<file path="config.mk">
export PLATFORM = sky130hd
export DESIGN_NAME = aibnd_drv_seq_flat
export DESIGN_NICKNAME = d
export VERILOG_FILES = /design/src/rtl/aibnd_seq_pkg.sv /design/src/rtl/aibnd_drv_seq_if.sv /design/src/rtl/aibnd_step_timer.sv /design/src/rtl/aibnd_drv_seq.sv /design/src/flat_wrapper.sv
export SDC_FILE = /design/constraint.sdc
export NUM_CORES = 1
export LEC_CHECK = 0
export BUFFER_PORTS_ARGS = -buffer_cell sky130_fd_sc_hd__buf_2
export CORE_AREA = 5 5 79 111
export DETAILED_ROUTE_END_ITERATION = 7
export DIE_AREA = 0 0 84 116
export GPL_TIMING_DRIVEN = 0
export PLACE_DENSITY = 0.63
export SLEW_MARGIN = 20
export SYNTH_ARGS = -nofsm -noshare
export SYNTH_HDL_FRONTEND = slang
export SYNTH_HIERARCHICAL = 1
export SYNTH_SLANG_ARGS = --single-unit
export TNS_END_PERCENT = 20
</file>
<file path="constraint.sdc">
create_clock -name clk -period 5.76 [get_ports clk]
set_input_delay 0.864 -clock clk [delete_from_list [all_inputs] [get_ports clk]]
set_output_delay 0.864 -clock clk [all_outputs]
set_load 0.03 [all_outputs]
</file>
<file path="src/rtl/aibnd_seq_pkg.sv">
// Shared types and helpers for the AIB IO buffer drive sequencer.
// Pure declarations: no latency or flow-control implications.
package aibnd_seq_pkg;

  localparam int NLEG_MAX = 16;
  localparam int CURW     = $clog2(NLEG_MAX + 1);

  typedef logic [CURW-1:0] cur_t;

  typedef enum logic [2:0] {
    IDLE,
    SETTLE,
    RAMP,
    RXON,
    ACTIVE,
    RAMPDN
  } seq_state_t;

  function automatic logic [NLEG_MAX-1:0] therm(input cur_t cur);
    logic [NLEG_MAX-1:0] t;
    for (int i = 0; i < NLEG_MAX; i++) begin
      t[i] = (i < int'(cur));
    end
    return t;
  endfunction

  function automatic cur_t clamp_legs(input logic [4:0] legs);
    cur_t c;
    if (int'(legs) > NLEG_MAX) c = cur_t'(NLEG_MAX);
    else                       c = cur_t'(legs);
    return c;
  endfunction

endpackage

</file>
<file path="src/rtl/aibnd_drv_seq_if.sv">
// Static config in, IO-cell controls out; master = config/controller side, slave = sequencer.
// No handshake: config levels are sampled every cycle, controls are registered.
interface aibnd_drv_seq_if #(
  parameter int NLEG = 16,
  parameter int CNTW = 8
);

  logic            cfg_tx_en;
  logic            cfg_rx_en;
  logic            cfg_rx_clk;
  logic [4:0]      cfg_legs;
  logic [CNTW-1:0] cfg_step_cyc;
  logic            cfg_wkpu;
  logic            cfg_wkpd;

  logic [NLEG-1:0] pdrv_en;
  logic [NLEG-1:0] ndrv_enb;
  logic            weak_pullupenb;
  logic            weak_pulldownen;
  logic            data_en;
  logic            clk_en;
  logic            seq_busy;
  logic            seq_done;

  modport master (
    output cfg_tx_en, cfg_rx_en, cfg_rx_clk, cfg_legs, cfg_step_cyc, cfg_wkpu, cfg_wkpd,
    input  pdrv_en, ndrv_enb, weak_pullupenb, weak_pulldownen, data_en, clk_en,
           seq_busy, seq_done
  );

  modport slave (
    input  cfg_tx_en, cfg_rx_en, cfg_rx_clk, cfg_legs, cfg_step_cyc, cfg_wkpu, cfg_wkpd,
    output pdrv_en, ndrv_enb, weak_pullupenb, weak_pulldownen, data_en, clk_en,
           seq_busy, seq_done
  );

endinterface

</file>
<file path="src/rtl/aibnd_step_timer.sv">
// Step-interval timer: tc is high on the cycle the count reaches step_cyc-1 (0 acts as 1).
// Combinational tc from a registered count; load restarts the interval; no backpressure.
module aibnd_step_timer #(
  parameter int CNTW = 8
) (
  input  logic            clk,
  input  logic            rst,
  input  logic            load,
  input  logic [CNTW-1:0] step_cyc,
  output logic            tc
);

  logic [CNTW-1:0] cnt;
  logic [CNTW-1:0] last;

  assign last = (step_cyc == '0) ? '0 : step_cyc - CNTW'(1);

  // >= so a step_cyc reduced mid-interval terminates at once instead of wrapping.
  assign tc = (cnt >= last);

  always_ff @(posedge clk) begin
    if (rst) begin
      cnt <= '0;
    end else if (load || tc) begin
      cnt <= '0;
    end else begin
      cnt <= cnt + CNTW'(1);
    end
  end

endmodule

</file>
<file path="src/rtl/aibnd_drv_seq.sv">
// Drive-leg ramp, weak-pull hand-off and rx enable sequencing for one AIB IO buffer.
// All outputs registered (1 cycle from config); one leg per step interval; no backpressure.
module aibnd_drv_seq
  import aibnd_seq_pkg::*;
#(
  parameter int NLEG = NLEG_MAX,
  parameter int CNTW = 8
) (
  input logic          clk,
  input logic          rst,
  aibnd_drv_seq_if.slave bus
);

  seq_state_t state;
  seq_state_t state_nxt;
  cur_t       cur;
  cur_t       cur_nxt;
  cur_t       tgt;
  logic       rx_arm;
  logic       rx_arm_nxt;
  logic       tc;
  logic       load;
  logic       idle_nxt;

  logic [NLEG-1:0] pdrv_q;
  logic [NLEG-1:0] ndrv_q;
  logic            pu_enb_q;
  logic            pd_q;
  logic            data_en_q;
  logic            clk_en_q;
  logic            busy_q;
  logic            done_q;

  // With tx off but rx kept on, the legs still ramp to zero through RAMP.
  assign tgt = bus.cfg_tx_en ? clamp_legs(bus.cfg_legs) : '0;

  assign load = (state_nxt != state) || (cur_nxt != cur);

  aibnd_step_timer #(.CNTW(CNTW)) u_timer (
    .clk      (clk),
    .rst      (rst),
    .load     (load),
    .step_cyc (bus.cfg_step_cyc),
    .tc       (tc)
  );

  always_comb begin
    state_nxt  = state;
    cur_nxt    = cur;
    rx_arm_nxt = rx_arm;
    case (state)
      IDLE: begin
        cur_nxt = '0;
        if (bus.cfg_tx_en)      state_nxt = SETTLE;
        else if (bus.cfg_rx_en) state_nxt = RXON;
      end
      SETTLE: begin
        if (tc) state_nxt = RAMP;
      end
      RAMP: begin
        if (!bus.cfg_tx_en && !bus.cfg_rx_en) begin
          state_nxt = RAMPDN;
        end else begin
          if (tc && (cur < tgt))      cur_nxt = cur + cur_t'(1);
          else if (tc && (cur > tgt)) cur_nxt = cur - cur_t'(1);
          if (cur_nxt == tgt) state_nxt = RXON;
        end
      end
      RXON: begin
        if (tc) begin
          state_nxt  = ACTIVE;
          rx_arm_nxt = 1'b1;
        end
      end
      ACTIVE: begin
        if (!bus.cfg_tx_en && !bus.cfg_rx_en) state_nxt = RAMPDN;
        else if (tgt != cur)                  state_nxt = RAMP;
      end
      RAMPDN: begin
        // Re-enabling tx resumes from the present leg count, never from zero.
        if (bus.cfg_tx_en) begin
          state_nxt = RAMP;
        end else begin
          if (tc && (cur != '0)) cur_nxt = cur - cur_t'(1);
          if (cur_nxt == '0) state_nxt = IDLE;
        end
      end
      default: begin
        state_nxt = IDLE;
        cur_nxt   = '0;
      end
    endcase
    if ((state_nxt == RAMPDN) || (state_nxt == IDLE)) rx_arm_nxt = 1'b0;
  end

  assign idle_nxt = (state_nxt == IDLE);

  always_ff @(posedge clk) begin
    if (rst) begin
      state     <= IDLE;
      cur       <= '0;
      rx_arm    <= 1'b0;
      pdrv_q    <= '0;
      ndrv_q    <= '1;
      pu_enb_q  <= 1'b1;
      pd_q      <= 1'b0;
      data_en_q <= 1'b0;
      clk_en_q  <= 1'b0;
      busy_q    <= 1'b0;
      done_q    <= 1'b0;
    end else begin
      state     <= state_nxt;
      cur       <= cur_nxt;
      rx_arm    <= rx_arm_nxt;
      pdrv_q    <= NLEG'(therm(cur_nxt));
      ndrv_q    <= ~NLEG'(therm(cur_nxt));
      // Pull-down has priority when both pulls are requested.
      pu_enb_q  <= ~(idle_nxt && bus.cfg_wkpu && !bus.cfg_wkpd);
      pd_q      <= idle_nxt && bus.cfg_wkpd;
      data_en_q <= rx_arm_nxt && bus.cfg_rx_en && !bus.cfg_rx_clk;
      clk_en_q  <= rx_arm_nxt && bus.cfg_rx_en && bus.cfg_rx_clk;
      busy_q    <= (state_nxt == SETTLE) || (state_nxt == RAMP) ||
                   (state_nxt == RXON)   || (state_nxt == RAMPDN);
      done_q    <= (state_nxt == ACTIVE) && (cur_nxt == tgt);
    end
  end

  assign bus.pdrv_en         = pdrv_q;
  assign bus.ndrv_enb        = ndrv_q;
  assign bus.weak_pullupenb  = pu_enb_q;
  assign bus.weak_pulldownen = pd_q;
  assign bus.data_en         = data_en_q;
  assign bus.clk_en          = clk_en_q;
  assign bus.seq_busy        = busy_q;
  assign bus.seq_done        = done_q;

endmodule
</file>
<file path="src/flat_wrapper.sv">
// flat-port wrapper written by rule: the top's interface ports become plain ports
module aibnd_drv_seq_flat import aibnd_seq_pkg::*;
#(
  parameter int NLEG = NLEG_MAX,
  parameter int CNTW = 8
)
  (clk, rst, bus_cfg_tx_en, bus_cfg_rx_en, bus_cfg_rx_clk, bus_cfg_legs, bus_cfg_step_cyc, bus_cfg_wkpu, bus_cfg_wkpd, bus_pdrv_en, bus_ndrv_enb, bus_weak_pullupenb, bus_weak_pulldownen, bus_data_en, bus_clk_en, bus_seq_busy, bus_seq_done);
  aibnd_drv_seq_if #(.NLEG(NLEG), .CNTW(CNTW)) bus_i ();
  input logic clk;
  input logic rst;
  input wire logic [$bits(bus_i.cfg_tx_en)-1:0] bus_cfg_tx_en;
  input wire logic [$bits(bus_i.cfg_rx_en)-1:0] bus_cfg_rx_en;
  input wire logic [$bits(bus_i.cfg_rx_clk)-1:0] bus_cfg_rx_clk;
  input wire logic [$bits(bus_i.cfg_legs)-1:0] bus_cfg_legs;
  input wire logic [$bits(bus_i.cfg_step_cyc)-1:0] bus_cfg_step_cyc;
  input wire logic [$bits(bus_i.cfg_wkpu)-1:0] bus_cfg_wkpu;
  input wire logic [$bits(bus_i.cfg_wkpd)-1:0] bus_cfg_wkpd;
  output wire logic [$bits(bus_i.pdrv_en)-1:0] bus_pdrv_en;
  output wire logic [$bits(bus_i.ndrv_enb)-1:0] bus_ndrv_enb;
  output wire logic [$bits(bus_i.weak_pullupenb)-1:0] bus_weak_pullupenb;
  output wire logic [$bits(bus_i.weak_pulldownen)-1:0] bus_weak_pulldownen;
  output wire logic [$bits(bus_i.data_en)-1:0] bus_data_en;
  output wire logic [$bits(bus_i.clk_en)-1:0] bus_clk_en;
  output wire logic [$bits(bus_i.seq_busy)-1:0] bus_seq_busy;
  output wire logic [$bits(bus_i.seq_done)-1:0] bus_seq_done;
  assign bus_i.cfg_tx_en = bus_cfg_tx_en;
  assign bus_i.cfg_rx_en = bus_cfg_rx_en;
  assign bus_i.cfg_rx_clk = bus_cfg_rx_clk;
  assign bus_i.cfg_legs = bus_cfg_legs;
  assign bus_i.cfg_step_cyc = bus_cfg_step_cyc;
  assign bus_i.cfg_wkpu = bus_cfg_wkpu;
  assign bus_i.cfg_wkpd = bus_cfg_wkpd;
  assign bus_pdrv_en = bus_i.pdrv_en;
  assign bus_ndrv_enb = bus_i.ndrv_enb;
  assign bus_weak_pullupenb = bus_i.weak_pullupenb;
  assign bus_weak_pulldownen = bus_i.weak_pulldownen;
  assign bus_data_en = bus_i.data_en;
  assign bus_clk_en = bus_i.clk_en;
  assign bus_seq_busy = bus_i.seq_busy;
  assign bus_seq_done = bus_i.seq_done;
  aibnd_drv_seq #(.NLEG(NLEG), .CNTW(CNTW)) u_core (.clk(clk), .rst(rst), .bus(bus_i));
endmodule
</file>
# ---- Word-level counts from Yosys, hierarchy flattened
# Index checks and enable logic that the tools add are counted.
dict set report word_totals {
  ff_bits 55
  elab_cells 108
  output_inout_bits 38
}
dict set report op_classes {
  reduce_logical 28
  n_eq_ne 15
  add_sub_neg 4
  n_mux 27
  order_cmp 20
  n_bitwise 2
}
# cell count
set ops {}
lappend ops {{two-way mux 5 bit} 11}
lappend ops {{< comparator 4 x 5 -> 1 bit (first input constant)} 8}
lappend ops {{two-way mux 3 bit} 10}
lappend ops {{< comparator 3 x 5 -> 1 bit (first input constant)} 4}
lappend ops {{one-hot mux 3 bit (6 select lines)} 1}
lappend ops {{NOT 16 bit} 1}
lappend ops {{one-hot mux 5 bit (3 select lines)} 1}
lappend ops {{equality test 3 x 2 -> 1 bit (second input constant)} 4}
lappend ops {{equality test 3 bit (second input constant)} 4}
lappend ops {{logical AND 1 bit} 11}
lappend ops {{equality test 5 bit} 2}
lappend ops {{< comparator 1 x 5 -> 1 bit (first input constant)} 2}
lappend ops {{< comparator 2 x 5 -> 1 bit (first input constant)} 2}
lappend ops {{inequality test 5 bit} 2}
lappend ops {{adder 8 x 1 -> 8 bit (second input constant)} 1}
lappend ops {{greater-or-equal comparator 8 bit} 1}
lappend ops {{logical NOT 8 bit} 1}
lappend ops {{two-way mux 8 bit} 1}
lappend ops {{subtractor 8 x 1 -> 8 bit (second input constant)} 1}
lappend ops {{equality test 3 x 1 -> 1 bit (second input constant)} 2}
lappend ops {{logical NOT 3 bit} 2}
lappend ops {{logical OR 1 bit} 6}
lappend ops {{adder 5 x 1 -> 5 bit (second input constant)} 1}
lappend ops {{> comparator 5 bit} 1}
lappend ops {{11 further kinds} 16}

# ---- Logic depth before layout (Yosys ltp)
# Gate-level depths: netlist (run 1).
dict set report logic_depth {
  word_depth 18
  ltp_mapped 24
}

# ---- Modules after synthesis
# Netlist (run 1), hierarchy kept.
# mod seq_area_each_um2 area_per_inst_um2 cells_each instances
set by_module_without_submodules {}
lappend by_module_without_submodules {aibnd_drv_seq 920.9 2676.3 302 1}
lappend by_module_without_submodules {aibnd_step_timer 160.2 676.9 77 1}

# ---- Least setup slack after synthesis (run 1)
# No wires, ideal clock.
dict set report synth_path {
  kind {input -> register}
  startpoint {input bus_cfg_step_cyc[0]}
  endpoint {register u_core.u_timer.cnt[2]}
  setup_slack_ps 677
  required_time_ps 5695
  arrival_time_ps 5018
  path_buffers 2
  path_stages 23
  setup_time_ps 65
  path_cell_list {inv_1 -> ha_1 -> nor2b_2 -> nand3b_1 -> or3_1 -> and2_1 -> ha_1 -> nand2b_1 -> a2111oi_2 -> or3_1 -> nand2_1 -> buf_6 -> buf_6 -> and3_2 -> o21ai_1 -> and2_1 -> o211ai_1 -> nor4_1 -> nand3_1 -> or2_2 -> a2111oi_4 -> o31ai_2 -> nor2_1}
}
dict set report synth_between {
  elab_chain_cells 16
  elab_cells_between_ends 31
  cone_classes {add/sub: 1; order compare: 1; eq/ne: 3; mux: 18; reduce/logical: 8}
}
# item line
set synth_lines {}
lappend synth_lines {{start: declaration} flat_wrapper.sv:15} ;# input wire logic [$bits(bus_i.cfg_step_cyc)-1:0] bus_cfg_step_cyc;
lappend synth_lines {{subtractor 8 x 1 -> 8 bit or logical NOT 8 bit (tied branches)} aibnd_step_timer.sv:16} ;# assign last = (step_cyc == '0) ? '0 : step_cyc - CNTW'(1);
lappend synth_lines {{two-way mux 8 bit *} aibnd_step_timer.sv:16}
lappend synth_lines {{greater-or-equal comparator 8 bit *} aibnd_step_timer.sv:19} ;# assign tc = (cnt >= last);
lappend synth_lines {{named net u_core.tc} aibnd_drv_seq.sv:21} ;# logic tc;
lappend synth_lines {{logical AND 1 bit} aibnd_drv_seq.sv:65} ;# else if (tc && (cur > tgt)) cur_nxt = cur - cur_t'(1);
lappend synth_lines {{two-way mux 5 bit} aibnd_drv_seq.sv:65}
lappend synth_lines {{two-way mux 5 bit} aibnd_drv_seq.sv:64} ;# if (tc && (cur < tgt)) cur_nxt = cur + cur_t'(1);
lappend synth_lines {{two-way mux 5 bit} aibnd_drv_seq.sv:61} ;# if (!bus.cfg_tx_en && !bus.cfg_rx_en) begin
lappend synth_lines {{(+2 left out)} n/a}
lappend synth_lines {{two-way mux 3 bit} aibnd_drv_seq.sv:66} ;# if (cur_nxt == tgt) state_nxt = RXON;
lappend synth_lines {{two-way mux 3 bit} aibnd_drv_seq.sv:61}
lappend synth_lines {{one-hot mux 3 bit (6 select lines)} aibnd_drv_seq.sv:51} ;# case (state)
lappend synth_lines {{inequality test 3 bit} aibnd_drv_seq.sv:37} ;# assign load = (state_nxt != state) || (cur_nxt != cur);
lappend synth_lines {{logical OR 1 bit *} aibnd_drv_seq.sv:37}
lappend synth_lines {{named net u_core.load} aibnd_drv_seq.sv:22} ;# logic load;
lappend synth_lines {{logical OR 1 bit *} aibnd_step_timer.sv:24} ;# end else if (load || tc) begin
lappend synth_lines {{OR reduction 2 bit (no line) *} n/a}
lappend synth_lines {{end signal: assignment} aibnd_step_timer.sv:27} ;# cnt <= cnt + CNTW'(1);
lappend synth_lines {{end: declaration} aibnd_step_timer.sv:13} ;# logic [CNTW-1:0] cnt;
# The timed path passes the listed nets; every way through them passes the cells marked *. The select of a mux whose other input is x is not followed.
# A chain may end at the register's enable or synchronous reset.

# ---- Worst setup path in the final report (run 1)
dict set report layout_path {
  startpoint {input bus_cfg_step_cyc[0]}
  endpoint {register u_core.u_timer.cnt[7]}
}
# Same word-level chain as after synthesis.

==> PnR_summary.wiki, run 1 <==
{| class="wikitable"
! Metric !! Value
|-
| Routability cong. || 0.8890
|-
| Share of the clock period used by the worst path || 94.59%
|-
| Port-buffer cells || 56
|-
| Share of flip-flops with an asynchronous set or reset after synthesis || 0%
|-
| Total via count after detailed routing || 2978
|-
| Area of the placeable core || 7607 um^2
|-
| Area after DPL || 3759 um^2
|-
| Mapped Nets || 416
|-
| Clock buffers created by TritonCTS || 5
|-
| Clock Sink Count || 54
|-
| Fraction of the core area covered by cells at the end of the flow || 50.86%
|-
| Number of buffer and inverter stages on the critical path || 3
|-
| Width of the chip || 84 um
|-
| Max capacitance violation total || 0
|-
| Routed wire length || 8622 um
|-
| Number of buffers on the longest clock path || 2
|-
| Kind of launch point of the worst setup path || input port
|-
| Clock share of power || 31.3%
|-
| Net switching power || 0.2062 mW
|-
| Clock-pin slew of the registers on the worst-case setup and hold paths || 0.10 ns
|-
| DR iter-0 viols || 112
|-
| Number of nets in the final layout || 479
|-
| VDD IR-drop max || 109.2 uV
|-
| Worst setup slack after layout || 0.3117 ns
|-
| Post-synth top cells || dfxtp_1, nor2_1, nand2_1, a21oi_1, ha_1
|-
| Cell count after synthesis || 379
|-
| Library cell contributing the largest single delay on the critical path || or3_2
|-
| Critical Path AT || 5.70 ns
|-
| Synth-to-Final Area Change || 15.37%
|-
| Average footprint of a synthesized cell || 8.848 um^2
|-
| Cell chosen for the clock root || clkbuf_8
|-
| Total half-perimeter wirelength after legalization and detailed placement || 6719 um
|-
| Worst path required time || 6.01 ns
|-
| Combined area of all synthesized cells || 3353 um^2
|-
| Clock insertion delay at the later pin of the skew report || 0.32 ns
|-
| Final Instance Area || 3869 um^2
|-
| Fraction of the yosys area taken by sequential cells || 32.24%
|-
| Tightest Hold Check Type || flop to flop
|-
| Boundary Pins || 58
|-
| Post-CTS repair timing setup buffer count || 0
|-
| Number of endpoints failing setup at the final stage || 0
|-
| CTS tree || built
|-
| Number of enable-type register cells in the synthesized netlist || 0
|-
| Cells taking the most area after synthesis || dfxtp_1, ha_1, nor2_1, xor2_1, a21oi_1
|-
| Crit-path max FO || 8
|-
| Power per cell area || 186.7 nW/um^2
|-
| Reg-to-reg setup timing slack || 1.66 ns
|-
| Post-synthesis cell type with the largest combined area || dfxtp_1
|-
| Post-layout min period || 5.448 ns
|-
| Largest delay share family, worst path || simple AND/OR/NAND/NOR gates
|-
| Critical Path Sink Type || flop
|-
| Top flip-flop cell by instance count after synthesis || dfxtp_1
|-
| Number of standard-cell rows in the floorplan || 38
|-
| Sw Ratio || 28.56%
|-
| DRC errors left || 0
|-
| Pre-CTS setup slack || -0.06255 ns
|-
| Most frequent cell after synthesis || dfxtp_1
|-
| Number of detailed-routing iterations run before antenna repair || 5
|-
| Leftover overflow at the end of global routing || 0
|-
| Relative slew margins || 47.70%
|-
| Starting density of the core || 44.08%
|-
| Number of register bits inferred by synthesis || 54
|-
| Share of layout cells above drive strength 1 || 28.22%
|-
| Number of warning messages in the yosys log || 6
|-
| Part of the total power dissipated in combinational logic || 15.7%
|-
| Routed wirelength normalized by instance count || 15.88 um
|-
| Max incr delay on CP || 0.47 ns
|-
| Final count of pins violating max slew || 0
|-
| Library cells used by synthesis || 81
|-
| DRT antenna net count || 0
|-
| Die height || 116 um
|-
| GRT Total Usage || 17.82%
|-
| Initial antenna violation count || 0
|-
| Clock H-tree levels || 2
|-
| Area share of the largest cell type after synthesis || 32.24%
|-
| Crit Path Category || input port to flop
|-
| Final worst clock skew || 0.01244 ns
|-
| Internal Dissipation || 0.5160 mW
|-
| Slew @ Worst Pin || 0.7802 ns
|-
| Crit-path cells || buf_2 > inv_1 > ha_1 > nor2b_2 > nand3b_1 > or3_1 > and2_1 > ha_1 > nand2b_1 > a2111oi_2 > or3_1 > nand2_1 > buf_6 > nand2_1 > or3_2 > a211oi_2 > nor2_1 > xnor3_1 > nand4b_1 > nand3_1 > or2_2 > a2111oi_4 > o31ai_2 > nor2_1
|-
| Pin count of the biggest net entering global routing || 20
|-
| Via count normalized by instance count || 5.484
|-
| Standby leakage power || 1.654 nW
|-
| Number of global-route vias before repair || 2954
|-
| Maximum clock frequency || 0.1835 GHz
|-
| Final count of hold timing violations || 0
|-
| Outcome || finished clean
|-
| Setup repair after global routing missed its margin || false
|-
| Power share of the sequential group || 53.0%
|-
| Die area || 9744 um^2
|-
| First-pass GRT wire length || 14120 um
|-
| Count of inserted antenna diode cells || 0
|}
per-layer routing:
layer | vias up | wire, um | track usage, %
li1 | 1496 | - | -
met1 | 1369 | 3629 | 20.66
met2 | 96 | 4315 | 32.34
met3 | 17 | 482 | 4.054
met4 | 0 | 195 | 6.009
met5 | - | 0 | 0
final timing paths:
path | startpoint | endpoint | cells after the start
worst max register to register | u_core/u_timer/cnt[0] | u_core/u_timer/cnt[7] | 18
worst min register to register | u_core/u_timer/cnt[0] | u_core/u_timer/cnt[0] | 1
worst max-delay path | bus_cfg_step_cyc[0] | u_core/u_timer/cnt[7] | 24
worst min-delay path | u_core/u_timer/cnt[0] | u_core/u_timer/cnt[0] | 1
layout make-up:
| class | count | area (um^2) |
|---|---|---|
| Fill cell | 751 | 3739 |
| Multi-Input combinational cell | 291 | 2081 |
| Sequential cell | 54 | 1081 |
| Timing Repair Buffer | 56 | 280.3 |
| Buffer | 20 | 151.4 |
| Tap cell | 100 | 125.1 |
| Clock buffer | 5 | 68.82 |
| Inverter | 14 | 52.55 |
| Clock inverter | 3 | 28.78 |
logic make-up (layout without fill, tap and decap cells):
group                      count (synthesis)  in the layout  synth area share (%)
adders and majority gates                 17             17                 6.343
DFF                                       54             54                 32.24
xor gates and xnor gates                  21             21                 5.896
buffers and inverters                     34             98                 6.082
AOI/OAI and AO/OA                        102            102                 23.69
and+or+nand+nor                          149            149                 25.11
muxes                                      2              2                0.6343
per-stage QoR:
step,TNS [ns],hold slack [ns],instances,total power [mW]
final,0,0.5109,543,0.7222
after global routing,0,0.5758,543,0.7647
after CTS,0,0.5137,543,0.7319
after detailed placement,-0.4029,0.4895,535,0.5038
after global placement,0,0.4804,535,0.5029
after floorplan,0,0.4489,379,0.4735
flip-flops by register name (all words and copies together), names as in the netlist:
name	flops
u_core/bus.pdrv_en	15
u_core/rx_arm	1
u_core/bus.clk_en	1
u_core/bus.weak_pullupenb	1
u_core/bus.seq_done	1
u_core/bus.data_en	1
u_core/u_timer/cnt	8
u_core/bus.seq_busy	1
u_core/bus.weak_pulldownen	1
u_core/state	3
u_core/cur	5
u_core/bus.ndrv_enb	16
timing repair:
| item | 4_1_cts | 5_1_grt |
|---|---|---|
| gates resized for setup | 0 | 2 |
| endpoints found under the setup margin | 0 | 7 |
| hold buffers | 0 | 0 |
power groups by stage:
| stage | clock [mW] | combinational (mW) | sequential (mW) |
|---|---|---|---|
| 2_1_floorplan | 0 | 0.0789 | 0.395 |
| 3_3_place_gp | 0 | 0.111 | 0.392 |
| 3_5_place_dp | 0 | 0.112 | 0.392 |
| 4_1_cts | 0.236 | 0.113 | 0.383 |
| 5_1_grt | 0.255 | 0.126 | 0.384 |
| 6_report | 0.226 | 0.113 | 0.383 |
cells in the final DEF, fill, tap and decap left out, types with 3 or more instances in the layout:
master and count:
buf_2 60, dfxtp_1 54, nor2_1 36, nand2_1 20, a21oi_1 18, ha_1 17
o21ai_0 15, inv_1 13, xor2_1 12, nor3_1 11, nand3_1 10, a21o_1 10
nand2b_1 9, xnor2_1 8, clkbuf_8 7, or2_2 7, and2_1 6, or3_1 6
o21a_1 6, buf_4 5, nor2b_1 5, a211oi_2 5, o211ai_1 5, buf_6 4
o22ai_1 4, and3_1 4, clkbuf_1 3, o22a_1 3, nor4b_1 3, nand4_1 3
a21o_2 3, nor4_1 3, nand4b_1 3
(Power assumes the default switching activity.)
==> inputs of run 2 (changes only) <==
--- a/config.mk
+++ b/config.mk
@@ -6,14 +6,13 @@
 export NUM_CORES = 1
 export LEC_CHECK = 0
 export BUFFER_PORTS_ARGS = -buffer_cell sky130_fd_sc_hd__buf_2
-export CORE_AREA = 5 5 79 111
+export CORE_AREA = 5 5 79 110
 export DETAILED_ROUTE_END_ITERATION = 7
-export DIE_AREA = 0 0 84 116
+export DIE_AREA = 0 0 84 115
 export GPL_TIMING_DRIVEN = 0
 export PLACE_DENSITY = 0.63
 export SLEW_MARGIN = 20
 export SYNTH_ARGS = -nofsm -noshare
 export SYNTH_HDL_FRONTEND = slang
-export SYNTH_HIERARCHICAL = 1
 export SYNTH_SLANG_ARGS = --single-unit
 export TNS_END_PERCENT = 20
==> run 2 against run 1 <==
Effect of this change: power barely moved; non-clock buffer count is the same; synthesized cell count up 1.6%; global-route usage increased by 0.054 points; utilization fell by 0.99 points; flip-flop and latch count is the same; first-iteration DRC count is 83% higher; clock power shrank 2%; register-to-register slack gained 0.59 ns; worst setup slack better by 0.66 ns.
==> PnR_summary.wiki, run 2 <==
{| class="wikitable"
! Metric !! Value
|-
| Routed wire length || 8690 um (was 8622 um)
|-
| Reg-to-reg setup timing slack || 2.25 ns (was 1.66 ns)
|-
| Width of the chip || 84 um (unchanged)
|-
| Fraction of the core area covered by cells at the end of the flow || 49.87% (was 50.86%)
|-
| Worst setup slack after layout || 0.9671 ns (was 0.3117 ns)
|-
| Number of enable-type register cells in the synthesized netlist || 0 (unchanged)
|-
| Worst path required time || 5.98 ns (was 6.01 ns)
|-
| Routability cong. || 0.9139 (was 0.8890)
|-
| Capturing instance or port of the critical path || u_core.bus.seq_done (was u_core/u_timer/cnt[7])
|-
| Total half-perimeter wirelength after legalization and detailed placement || 6916 um (was 6719 um)
|-
| Number of global-route vias before repair || 2948 (was 2954)
|-
| Routed wirelength normalized by instance count || 15.86 um (was 15.88 um)
|-
| Boundary Pins || 58 (unchanged)
|-
| Outcome || finished clean (unchanged)
|-
| Total via count after detailed routing || 3079 (was 2978)
|-
| Share of the clock period used by the worst path || 83.21% (was 94.59%)
|-
| Max capacitance violation total || 0 (unchanged)
|-
| Launch point of the worst path || bus_cfg_step_cyc[0] (unchanged)
|-
| Post-synthesis cell type with the largest combined area || dfxtp_1 (unchanged)
|-
| Library cells used by synthesis || 77 (was 81)
|-
| DRC errors left || 0 (unchanged)
|-
| Critical Path Sink Type || flop (unchanged)
|-
| Power per cell area || 190.5 nW/um^2 (was 186.7 nW/um^2)
|-
| Pin count of the biggest net entering global routing || 20 (unchanged)
|-
| Port-buffer cells || 55 (was 56)
|-
| Standby leakage power || 1.617 nW (was 1.654 nW)
|-
| CTS tree || built (unchanged)
|-
| Leftover overflow at the end of global routing || 0 (unchanged)
|-
| Share of flip-flops with an asynchronous set or reset after synthesis || 0% (unchanged)
|-
| Number of standard-cell rows in the floorplan || 38 (unchanged)
|-
| Non-filler cells in the finished layout || 548 (was 543)
|-
| Slew @ Worst Pin || 0.7266 ns (was 0.7802 ns)
|-
| Post-CTS repair timing setup buffer count || 0 (unchanged)
|-
| Combined area of all synthesized cells || 3296 um^2 (was 3353 um^2)
|-
| Area occupied by registers || 1081 um^2 (unchanged)
|-
| Tightest Hold Check Type || flop to flop (unchanged)
|-
| Pre-CTS setup slack || 0.7052 ns (was -0.06255 ns)
|-
| Number of filler instances in the final layout || 750 (was 751)
|-
| First-pass GRT wire length || 14130 um (was 14120 um)
|-
| Leading cell type in the layout, fill and taps excluded || buf_2 (unchanged)
|-
| GRT Total Usage || 17.87% (was 17.82%)
|-
| Critical Path AT || 5.02 ns (was 5.70 ns)
|-
| Crit-path max FO || 6 (was 8)
|-
| Setup TNS || 0 ns (unchanged)
|-
| Area after DPL || 3696 um^2 (was 3759 um^2)
|-
| Max incr delay on CP || 0.47 ns (about the same)
|-
| Most common cell type on the critical path || ha_1
|-
| Post-synth top cells || dfxtp_1, a21oi_1, nor2_1, nand2_1, inv_1 (was dfxtp_1, nor2_1, nand2_1, a21oi_1, ha_1)
|-
| Synth-to-Final Area Change || 15.11% (was 15.37%)
|-
| Average footprint of a synthesized cell || 8.560 um^2 (was 8.848 um^2)
|-
| Via count normalized by instance count || 5.619 (was 5.484)
|-
| Number of nets in the final layout || 484 (was 479)
|-
| DRT antenna net count || 0 (unchanged)
|-
| Clock Sink Count || 54 (unchanged)
|-
| Final count of pins violating max slew || 0 (unchanged)
|-
| Number of buffers on the longest clock path || 2 (unchanged)
|-
| Starting density of the core || 43.32% (was 44.08%)
|-
| Setup repair after global routing missed its margin || false (unchanged)
|-
| Area share of the largest cell type after synthesis || 32.80% (was 32.24%)
|-
| Number of register bits inferred by synthesis || 54 (unchanged)
|-
| Number of warning messages in the yosys log || 0 (was 6)
|-
| Hold Worst Slack || 0.5776 ns (was 0.5109 ns)
|-
| Die height || 115 um (was 116 um)
|-
| Share of layout cells above drive strength 1 || 22.77% (was 28.22%)
|-
| Commonest non-fill, non-tap cells in the layout || buf_2, dfxtp_1, a21oi_1 (was buf_2, dfxtp_1, nor2_1)
|-
| Count of cells resized by post-cts repair || 0 (unchanged)
|-
| Library cell contributing the largest single delay on the critical path || or4_1 (was or3_2)
|-
| Final Instance Area || 3794 um^2 (was 3869 um^2)
|-
| Count of inserted antenna diode cells || 0 (unchanged)
|-
| Crit Path Category || input port to flop (unchanged)
|-
| Cell count after synthesis || 385 (was 379)
|-
| Clock buffers created by TritonCTS || 5 (unchanged)
|-
| Mapped Nets || 422 (was 416)
|-
| VDD IR-drop max || 96.58 uV (was 109.2 uV)
|-
| Initial antenna violation count || 0 (unchanged)
|-
| Most frequent cell after synthesis || dfxtp_1 (unchanged)
|-
| Cell chosen for the clock root || clkbuf_8 (unchanged)
|-
| Kind of launch point of the worst setup path || input port (unchanged)
|-
| Clock insertion delay at the later pin of the skew report || 0.31 ns (was 0.32 ns)
|-
| End of the worst register-to-register path || u_core.bus.seq_done (was u_core/u_timer/cnt[7])
|-
| Number of detailed-routing iterations run before antenna repair || 5 (unchanged)
|-
| DR iter-0 viols || 205 (was 112)
|-
| Clock H-tree levels || 2 (unchanged)
|-
| Count of placed standard cells including taps || 540 (was 535)
|-
| Crit-path cells || buf_2 > inv_1 > ha_1 > nor2b_1 > nand3b_1 > or3_1 > and2_1 > ha_1 > and3_1 > o21ai_1 > a31oi_1 > o21ai_0 > a32o_2 > a211o_2 > xnor2_1 > or4_1 > nor4_1 (was buf_2 > inv_1 > ha_1 > nor2b_2 > nand3b_1 > or3_1 > and2_1 > ha_1 > nand2b_1 > a2111oi_2 > or3_1 > nand2_1 > buf_6 > nand2_1 > or3_2 > a211oi_2 > nor2_1 > xnor3_1 > nand4b_1 > nand3_1 > or2_2 > a2111oi_4 > o31ai_2 > nor2_1)
|-
| Area of the placeable core || 7607 um^2 (unchanged)
|-
| Final count of hold timing violations || 0 (unchanged)
|-
| Final worst clock skew || 0.005655 ns (was 0.01244 ns)
|-
| Fraction of the yosys area taken by sequential cells || 32.80% (was 32.24%)
|-
| Number of endpoints failing setup at the final stage || 0 (unchanged)
|-
| Design Power || 0.7226 mW (was 0.7222 mW)
|-
| Largest delay share family, worst path || simple AND/OR/NAND/NOR gates (unchanged)
|-
| Post-layout min period || 4.793 ns (was 5.448 ns)
|-
| Maximum clock frequency || 0.2086 GHz (was 0.1835 GHz)
|-
| Clock-pin slew of the registers on the worst-case setup and hold paths || 0.10 ns (about the same)
|-
| Number of cells on the critical path || 17 (was 24)
|-
| Count of hold buffers inserted by post-cts repair || 0 (unchanged)
|-
| Combined area of the multi-input logic cells || 2021 um^2 (was 2081 um^2)
|-
| Relative slew margins || 51.35% (was 47.70%)
|-
| Cells taking the most area after synthesis || dfxtp_1, ha_1, a21oi_1, nor2_1, xor2_1 (was dfxtp_1, ha_1, nor2_1, xor2_1, a21oi_1)
|-
| Cell count of the worst reg-to-reg path || 11 (was 18)
|-
| Die area || 9660 um^2 (was 9744 um^2)
|-
| Top flip-flop cell by instance count after synthesis || dfxtp_1 (unchanged)
|-
| Number of buffer and inverter stages on the critical path || 2 (was 3)
|-
| Worst r2r src || u_core.cur[1] (was u_core/u_timer/cnt[0])
|}
-- run 2: worst min-delay path by stage --
stage / startpoint / cells past startpoint / endpoint / slack, ns
after global routing: u_core.u_timer.cnt[7] / 2 / u_core.u_timer.cnt[7] / 0.62
after floorplan: u_core.u_timer.cnt[0] / 1 / u_core.u_timer.cnt[0] / 0.49
after CTS: u_core.u_timer.cnt[0] / 1 / u_core.u_timer.cnt[0] / 0.57
after detailed placement: u_core.u_timer.cnt[0] / 1 / u_core.u_timer.cnt[0] / 0.56
after global placement: u_core.u_timer.cnt[0] / 1 / u_core.u_timer.cnt[0] / 0.54
final: u_core.u_timer.cnt[0] / 1 / u_core.u_timer.cnt[0] / 0.58
-- run 2: layer usage --
layer / global-route usage (%) / vias to the layer above / wire length [um]
li1: - / 1527 / -
met1: 20.81 / 1456 / 3569
met2: 32.82 / 74 / 4527
met3: 2.509 / 22 / 352
met4: 7.296 / 0 / 240
met5: 0 / - / 0
-- run 2: cells by family (layout without fill, tap and decap cells) --
logic type	count (synthesis)	in the layout	synth area share, %
AND/OR/NAND/NOR	132	132	21.83
AO/OA/AOI/OAI	111	111	24.75
flip-flops	54	54	32.80
buffers and inverters	43	106	5.884
XOR/XNOR	21	21	6.151
adder cells (fa/ha/maj)	17	17	6.454
multiplexers	7	7	2.126
-- run 2: cell type report --
type,count,area share [%]
multi-input combinational,288,53.27
clock inverter,3,0.7586
inverter,22,2.177
timing repair buffer,55,7.256
buffer,21,2.935
sequential,54,28.50
clock buffer,5,1.814
tap,100,3.298
-- run 2: power by group --
part / switching [mW] / internal (mW) / total [mW]
Sequential: 0.00525 / 0.378 / 0.383
Combinational: 0.0712 / 0.0459 / 0.117
Clock: 0.132 / 0.0902 / 0.222
Total: 0.208 / 0.514 / 0.723
